`config.mk`:
```
export PLATFORM = sky130hd
export DESIGN_NAME = flash_bist_flat
export DESIGN_NICKNAME = d
export VERILOG_FILES = /design/src/rtl/flash_bist_pkg.sv /design/src/rtl/flash_bist_if.sv /design/src/rtl/flash_bist_btn_sync_edge.sv /design/src/rtl/flash_bist.sv /design/src/flat_wrapper.sv
export SDC_FILE = /design/constraint.sdc
export NUM_CORES = 1
export LEC_CHECK = 0
export BUFFER_PORTS_ARGS = -buffer_cell sky130_fd_sc_hd__buf_2
export CAP_MARGIN = 25
export CORE_ASPECT_RATIO = 0.75
export CORE_MARGIN = 8
export CORE_UTILIZATION = 30
export CTS_BUF_LIST = sky130_fd_sc_hd__clkbuf_4
export CTS_CLUSTER_DIAMETER = 100
export DETAILED_ROUTE_END_ITERATION = 16
export PLACE_DENSITY = 0.49
export SETUP_SLACK_MARGIN = 0.05
export SLEW_MARGIN = 20
export SYNTH_ARGS = -nofsm -noshare
export SYNTH_HDL_FRONTEND = slang
export SYNTH_SLANG_ARGS = --single-unit
export TNS_END_PERCENT = 100
```
`constraint.sdc`:
```
create_clock -name clk -period 2.8 [get_ports clk]
set_clock_uncertainty 0.05 [all_clocks]
set_input_delay 0.28 -clock clk [delete_from_list [all_inputs] [get_ports clk]]
set_output_delay 0.28 -clock clk [all_outputs]
set_load 0.05 [all_outputs]
```
`src/rtl/flash_bist_pkg.sv`:
```
// rtl/flash_bist_pkg.sv - shared types and pattern helper for the flash self-test sequencer
package flash_bist_pkg;

   typedef enum logic [2:0] {
      S_IDLE,
      S_ISSUE,
      S_WSTART,
      S_WDONE,
      S_CHECK,
      S_NEXT,
      S_DONE
   } state_t;

   typedef enum logic [1:0] {
      MODE_WRITE,
      MODE_VERIFY,
      MODE_FULL
   } mode_t;

   // Test pattern for a word: low address bits XOR the seed; callers truncate to DATA_W.
   function automatic logic [31:0] pattern_word(input logic [31:0] addr, input logic [31:0] seed);
      return addr ^ seed;
   endfunction

endpackage

```
`src/rtl/flash_bist_if.sv`:
```
// rtl/flash_bist_if.sv - flash_ctl command/data bundle between the sequencer and the controller
interface flash_bist_if #(
   parameter int ADDR_W = 16,
   parameter int DATA_W = 8
) ();
   logic              read;
   logic              write;
   logic [ADDR_W-1:0] addr;
   logic [DATA_W-1:0] din;
   logic [DATA_W-1:0] dout;
   logic              busy;

   modport master (output read, output write, output addr, output din, input dout, input busy);
   modport slave  (input read, input write, input addr, input din, output dout, output busy);
endinterface

```
`src/rtl/flash_bist_btn_sync_edge.sv`:
```
// rtl/flash_bist_btn_sync_edge.sv - two-flop button synchroniser with rising-edge pulse
module btn_sync_edge (
   input  logic clk,
   input  logic reset,
   input  logic btn,
   output logic level,
   output logic rise
);
   logic meta, sync, prev;

   // Synchronise the asynchronous button and keep last synced value for edge detection.
   always_ff @(posedge clk) begin
      if (!reset) begin
         meta <= 1'b0;
         sync <= 1'b0;
         prev <= 1'b0;
      end else begin
         meta <= btn;
         sync <= meta;
         prev <= sync;
      end
   end

   assign level = sync;
   assign rise  = sync & ~prev;
endmodule

```
`src/rtl/flash_bist.sv`:
```
// rtl/flash_bist.sv - flash self-test sequencer; FLASH_BIST_TIMEOUT_EN adds a busy watchdog
module flash_bist
   import flash_bist_pkg::*;
#(
   parameter int                ADDR_W         = 16,
   parameter int                DATA_W         = 8,
   parameter logic [ADDR_W-1:0] BASE_ADDR      = 16'h01AA,
   parameter int                NUM_WORDS      = 16,
   parameter int unsigned       PATTERN_SEED   = 32'h55,
   parameter int                HOLD_CYCLES    = 255,
   parameter int                TIMEOUT_CYCLES = 1024
) (
   input  logic              clk,
   input  logic              reset,
   input  logic              BTN1,
   input  logic              BTN2,
   flash_bist_if.master      flash,
   output logic              LED1,
   output logic              LED2,
   output logic              LED3,
   output logic [7:0]        err_count,
   output logic [ADDR_W-1:0] fail_addr
);
   localparam int IW   = (NUM_WORDS > 1) ? $clog2(NUM_WORDS) : 1;
   localparam int CMAX = (HOLD_CYCLES > TIMEOUT_CYCLES) ? HOLD_CYCLES : TIMEOUT_CYCLES;
   localparam int CW   = $clog2(CMAX + 1) + 1;

   function automatic logic [DATA_W-1:0] pat(input logic [ADDR_W-1:0] a);
      return DATA_W'(pattern_word(32'(a), PATTERN_SEED));
   endfunction

   state_t            state_q, state_nxt;
   mode_t             mode_q, mode_nxt;
   logic              verify_q, verify_nxt;
   logic [IW-1:0]     idx_q, idx_nxt;
   logic [ADDR_W-1:0] addr_q, addr_nxt;
   logic [DATA_W-1:0] din_q, din_nxt;
   logic [7:0]        err_q, err_nxt;
   logic [ADDR_W-1:0] fail_q, fail_nxt;
   logic [CW-1:0]     cnt_q, cnt_nxt;
   logic              lvl1, rise1, lvl2, rise2;

   btn_sync_edge u_btn1 (.clk(clk), .reset(reset), .btn(BTN1), .level(lvl1), .rise(rise1));
   btn_sync_edge u_btn2 (.clk(clk), .reset(reset), .btn(BTN2), .level(lvl2), .rise(rise2));

   // State and datapath registers; reset aborts any sweep immediately.
   always_ff @(posedge clk) begin
      if (!reset) begin
         state_q  <= S_IDLE;
         mode_q   <= MODE_WRITE;
         verify_q <= 1'b0;
         idx_q    <= '0;
         addr_q   <= BASE_ADDR;
         din_q    <= '0;
         err_q    <= 8'd0;
         fail_q   <= '0;
         cnt_q    <= '0;
      end else begin
         state_q  <= state_nxt;
         mode_q   <= mode_nxt;
         verify_q <= verify_nxt;
         idx_q    <= idx_nxt;
         addr_q   <= addr_nxt;
         din_q    <= din_nxt;
         err_q    <= err_nxt;
         fail_q   <= fail_nxt;
         cnt_q    <= cnt_nxt;
      end
   end

   // Sweep sequencing: start decode, one operation at a time, verify compare, hold in DONE.
   always_comb begin
      state_nxt  = state_q;
      mode_nxt   = mode_q;
      verify_nxt = verify_q;
      idx_nxt    = idx_q;
      addr_nxt   = addr_q;
      din_nxt    = din_q;
      err_nxt    = err_q;
      fail_nxt   = fail_q;
      cnt_nxt    = cnt_q;
      case (state_q)
         S_IDLE: begin
            if (!flash.busy && (rise1 || rise2)) begin
               if ((rise1 && lvl2) || (rise2 && lvl1)) mode_nxt = MODE_FULL;
               else if (rise1)                          mode_nxt = MODE_WRITE;
               else                                     mode_nxt = MODE_VERIFY;
               verify_nxt = (mode_nxt == MODE_VERIFY);
               if (mode_nxt != MODE_WRITE) begin
                  err_nxt  = 8'd0;
                  fail_nxt = '0;
               end
               idx_nxt   = '0;
               addr_nxt  = BASE_ADDR;
               din_nxt   = pat(BASE_ADDR);
               state_nxt = S_ISSUE;
            end
         end
         S_ISSUE: begin
            cnt_nxt   = '0;
            state_nxt = S_WSTART;
         end
         S_WSTART, S_WDONE: begin
            if (state_q == S_WSTART) begin
               if (flash.busy) state_nxt = S_WDONE;
            end else if (!flash.busy) begin
               state_nxt = verify_q ? S_CHECK : S_NEXT;
            end
`ifdef FLASH_BIST_TIMEOUT_EN
            cnt_nxt = cnt_q + CW'(1);
            if (cnt_q == CW'(TIMEOUT_CYCLES - 1)) begin
               err_nxt   = 8'hFF;
               fail_nxt  = addr_q;
               cnt_nxt   = CW'(HOLD_CYCLES);
               state_nxt = S_DONE;
            end
`endif
         end
         S_CHECK: begin
            if (flash.dout != pat(addr_q)) begin
               if (err_q == 8'd0)  fail_nxt = addr_q;
               if (err_q != 8'hFF) err_nxt  = err_q + 8'd1;
            end
            state_nxt = S_NEXT;
         end
         S_NEXT: begin
            if (idx_q == IW'(NUM_WORDS - 1)) begin
               if (mode_q == MODE_FULL && !verify_q) begin
                  verify_nxt = 1'b1;
                  idx_nxt    = '0;
                  addr_nxt   = BASE_ADDR;
                  din_nxt    = pat(BASE_ADDR);
                  state_nxt  = S_ISSUE;
               end else begin
                  cnt_nxt   = CW'(HOLD_CYCLES);
                  state_nxt = S_DONE;
               end
            end else begin
               idx_nxt   = idx_q + IW'(1);
               addr_nxt  = addr_q + ADDR_W'(1);
               din_nxt   = pat(addr_q + ADDR_W'(1));
               state_nxt = S_ISSUE;
            end
         end
         S_DONE: begin
            if (cnt_q == '0) state_nxt = S_IDLE;
            else             cnt_nxt   = cnt_q - CW'(1);
         end
         default: state_nxt = S_IDLE;
      endcase
   end

   assign flash.read  = (state_q == S_ISSUE) &&  verify_q;
   assign flash.write = (state_q == S_ISSUE) && !verify_q;
   assign flash.addr  = addr_q;
   assign flash.din   = din_q;

   assign LED1      = (state_q == S_IDLE);
   assign LED2      = (state_q == S_DONE) ? (err_q != 8'd0) : (state_q != S_IDLE);
   assign LED3      = (state_q == S_DONE);
   assign err_count = err_q;
   assign fail_addr = fail_q;
endmodule

```
`src/flat_wrapper.sv`:
```
// flat-port wrapper written by rule: the top's interface ports become plain ports
module flash_bist_flat import flash_bist_pkg::*;
#(
   parameter int                ADDR_W         = 16,
   parameter int                DATA_W         = 8,
   parameter logic [ADDR_W-1:0] BASE_ADDR      = 16'h01AA,
   parameter int                NUM_WORDS      = 16,
   parameter int unsigned       PATTERN_SEED   = 32'h55,
   parameter int                HOLD_CYCLES    = 255,
   parameter int                TIMEOUT_CYCLES = 1024
)
  (clk, reset, BTN1, BTN2, LED1, LED2, LED3, err_count, fail_addr, flash_read, flash_write, flash_addr, flash_din, flash_dout, flash_busy);
  flash_bist_if #(.ADDR_W(ADDR_W), .DATA_W(DATA_W)) flash_i ();
  input  logic clk;
  input  logic reset;
  input  logic BTN1;
  input  logic BTN2;
  output logic LED1;
  output logic LED2;
  output logic LED3;
  output logic [7:0] err_count;
  output logic [ADDR_W-1:0] fail_addr;
  output wire logic [$bits(flash_i.read)-1:0] flash_read;
  output wire logic [$bits(flash_i.write)-1:0] flash_write;
  output wire logic [$bits(flash_i.addr)-1:0] flash_addr;
  output wire logic [$bits(flash_i.din)-1:0] flash_din;
  input wire logic [$bits(flash_i.dout)-1:0] flash_dout;
  input wire logic [$bits(flash_i.busy)-1:0] flash_busy;
  assign flash_read = flash_i.read;
  assign flash_write = flash_i.write;
  assign flash_addr = flash_i.addr;
  assign flash_din = flash_i.din;
  assign flash_i.dout = flash_dout;
  assign flash_i.busy = flash_busy;
  flash_bist #(.ADDR_W(ADDR_W), .DATA_W(DATA_W), .BASE_ADDR(BASE_ADDR), .NUM_WORDS(NUM_WORDS), .PATTERN_SEED(PATTERN_SEED), .HOLD_CYCLES(HOLD_CYCLES), .TIMEOUT_CYCLES(TIMEOUT_CYCLES)) u_core (.clk(clk), .reset(reset), .BTN1(BTN1), .BTN2(BTN2), .flash(flash_i), .LED1(LED1), .LED2(LED2), .LED3(LED3), .err_count(err_count), .fail_addr(fail_addr));
endmodule
```
==> flow_metrics.py <==
metrics = {
    "clock_tree": {
        "clk_path_buf_depth": 2,
        "path_clk_slew_ns": 0.12,
        "cts_buffers": 9,
        "clock-sinks": 76,
        "cts_resized": 0,
        "h-tree-depth": 3,
        "clock-root-buffer": "clkbuf_4",
        "clock_latency_ns": 0.43,
        "cts_tree": "done",
    },
    "worst_hold_path": {
        "hold_path_class": "primary input to flip-flop",
    },
    "setup_path": {
        "crit_end": "flash_read",
        "cp-startpoint": "u_core.state_q[0]",
        "crit_arrival_ns": 2.09,
        "cp.required_ns": 2.47,
        "r2r_slack_ns": 0.42,
        "path_cells": "nor2b_1 -> nand2b_1 -> nor2_1 -> buf_2",
        "critPathCaptureType": "primary output",
        "r2r-start": "u_core.idx_q[0]",
        "r2r_cells": 6,
        "criticalPathCategory": "flip-flop to primary output",
        "cp-start-kind": "flip-flop",
        "cp_max_fo": 11,
        "cpPeakStageDelay_ns": 0.55,
        "crit_slowest_cell": "dfxtp_1",
        "rr_endpoint": "u_core.flash.addr[4]",
    },
    "timing": {
        "final-setup-viol-count": 0,
        "tightest_slew_ns": 1.01,
        "period_share_pct": 86.3,
        "slew_violations": 0,
        "rsz0062_at_grt": "false",
        "timing.setup.tns_ns": 0,
        "fin_hold_ws_ns": 0.168,
        "fmax_ghz": 0.414,
        "final_hold_viol_count": 0,
        "timing.final.ws_setup_ns": 0.385,
        "slew_headroom_pct": 32.8,
        "fin_crit_ns": 2.42,
    },
    "floorplanning": {
        "die_y_um": 114,
        "pin_count": 66,
        "fp.dieArea_um2": 16600,
        "start_util_pct": 30.9,
        "die_x_um": 146,
        "coreArea_um2": 12300,
        "row_count": 35,
    },
    "power_and_ir_drop": {
        "seqPwrFrac_pct": 54.0,
        "combPwrFrac_pct": 13.7,
        "power.net_switching_uw": 598,
        "peakVddDrop_mv": 0.188,
        "leakagePower_uw": 0.00181,
        "powerDensity_nw_per_um2": 470,
        "clkPwrFrac_pct": 32.3,
        "intPower_uw": 1490,
        "p_sw_share_pct": 28.6,
    },
    "synth": {
        "ys_warn_count": 0,
        "synth_top_cell_by_area": "dfxtp_1",
        "async_reset_ff_share_pct": 0,
        "ys_ff_latch": 76,
        "yosysMostFrequentCell": "dfxtp_1",
        "ys_seq_area_share_pct": 39.8,
        "synth_flop_cell": "dfxtp_1",
        "yosysUniqueCellTypes": 63,
        "yosys-top-cells-count": "dfxtp_1, nand2_1, nor2_1",
        "avgSynthCellArea_um2": 8.32,
        "synth_top_cell_area_share_pct": 39.8,
        "synthesis.area_um2": 3820,
        "syn-instance-count": 459,
        "syn-num-nets": 478,
        "synth_edf_count": 0,
        "synth.area.top_cells": "dfxtp_1, nand2_1, nor2_1",
    },
    "grt": {
        "grt_max_degree": 57,
        "grt_pass1_wl_um": 18400,
        "antenna_found_initial": 0,
        "grt_remaining_overflow": 0,
        "grt_use_total_pct": 13.6,
        "grt_pass1_vias": 3474,
    },
    "route": {
        "drt_iter0_markers": 266,
        "via_per_inst": 5.17,
        "antenna_left": 0,
        "first_pass_iters": 4,
        "avgRoutedWirePerCell_um": 16.0,
        "vias": 3560,
        "drt_wl_total_um": 11100,
        "drcViolationCount": 0,
    },
    "outcome": {
        "outcome": "finished, final reports clean",
    },
    "place": {
        "portBuffers": 65,
        "place.gp.congestion": 0.806,
        "hpwlAfterDp_um": 8100,
        "dp_slack_ns": 0.430,
        "place_area_um2": 4300,
    },
    "cells_and_area": {
        "diodes": 0,
        "fin_util_pct": 36.1,
        "design_area_um2": 4460,
        "nNetsFinal": 537,
        "drive_above_1_share_pct": 21.4,
        "synthToLayoutAreaGrowth_pct": 16.7,
    },
    "flow_run": {
        "max-cap-violations": 0,
    },
}
## registers in the layout (all words and copies together) (netlist names), 2 cells and up
name	flops
u_core.err_count	8
u_core.fail_addr	16
u_core.state_q	3
u_core.mode_q	2
u_core.idx_q	4
u_core.flash.addr	16
u_core.cnt_q	12
u_core.flash.din	8
## critical path, delay by kind of cell, from the launching register on
family	cells	cell delay [ns]
buffers and inverters	1	0.28
DFF	1	0.55
and+or+nand+nor	3	0.81
## timing repair
| action | CTS | global route |
|---|---|---|
| buffers inserted | 0 | 0 |
| endpoints found under the hold margin | 2 | 0 |
| hold buffers | 2 | 0 |
## per-stage QoR
| stage | power (µW) | std cells |
|---|---|---|
| floorplan | 1370 | 459 |
| global placement | 1430 | 671 |
| detailed placement | 1440 | 671 |
| CTS | 2130 | 689 |
| global route | 2210 | 689 |
| finish | 2090 | 689 |
## layout make-up
type	count	area, µm²
Multi-Input combinational cell	341	2130
Sequential cell	76	1520
Inverter	14	53.8
Clock buffer	11	82.6
Timing Repair Buffer	76	413
Clock inverter	5	52.6
Fill cell	1336	7890
Tap cell	166	208
## power by group through the flow
| stage | combinational (µW) | clock (µW) | sequential, µW |
|---|---|---|---|
| after floorplan | 189 | 0 | 1180 |
| after global placement | 281 | 0 | 1150 |
| after detailed placement | 285 | 0 | 1150 |
| after CTS | 289 | 709 | 1130 |
| after global routing | 315 | 759 | 1130 |
| final | 287 | 677 | 1130 |
## cell families (layout without fill, tap and decap cells)
family | count (synthesis) | after routing | share of synthesized area (%)
AND/OR/NAND/NOR | 194 | 194 | 25.7
multiplexers | 17 | 17 | 4.45
flip-flops | 76 | 76 | 39.8
XOR/XNOR | 20 | 20 | 4.59
AO/OA/AOI/OAI | 104 | 104 | 18.8
adder cells (fa/ha/maj) | 6 | 6 | 1.97
buffers and inverters | 42 | 106 | 4.65
## worst min-delay path by stage
stage	startpoint	to	slack (ns)	cells past startpoint
floorplan	BTN1	u_core.u_btn1.meta	0.36	1
global placement	u_core.u_btn1.meta	u_core.u_btn1.level	0.37	1
detailed placement	u_core.u_btn2.meta	u_core.u_btn2.level	0.37	1
CTS	flash_busy	u_core.state_q[0]	0.13	4
global route	flash_busy	u_core.state_q[0]	0.16	4
finish	flash_busy	u_core.state_q[0]	0.17	4
## placed cells by master (no fill, tap or decap), types with 6 or more instances in the layout
master / count
inv_1: 13
mux2i_1: 17
buf_4: 9
clkbuf_4: 11
o21ai_0: 19
nand2_1: 49
o221a_2: 6
a21oi_1: 27
and2_1: 6
nor2_1: 47
a31oi_1: 9
nor2b_1: 6
xnor2_1: 14
xor2_1: 6
nand3_1: 34
nor4_1: 7
ha_1: 6
nor3_1: 9
o22ai_1: 6
buf_2: 65
dfxtp_1: 76
## routing by layer
metal	up-vias	GRT usage [%]	part of all wire, %
met2	99	20.6	43
met4	0	3.56	1.0
li1	1776	-	-
met1	1674	18.3	50
met3	11	4.31	6.7
met5	-	0	0
No activity file was read; power rests on OpenSTA's default activity.
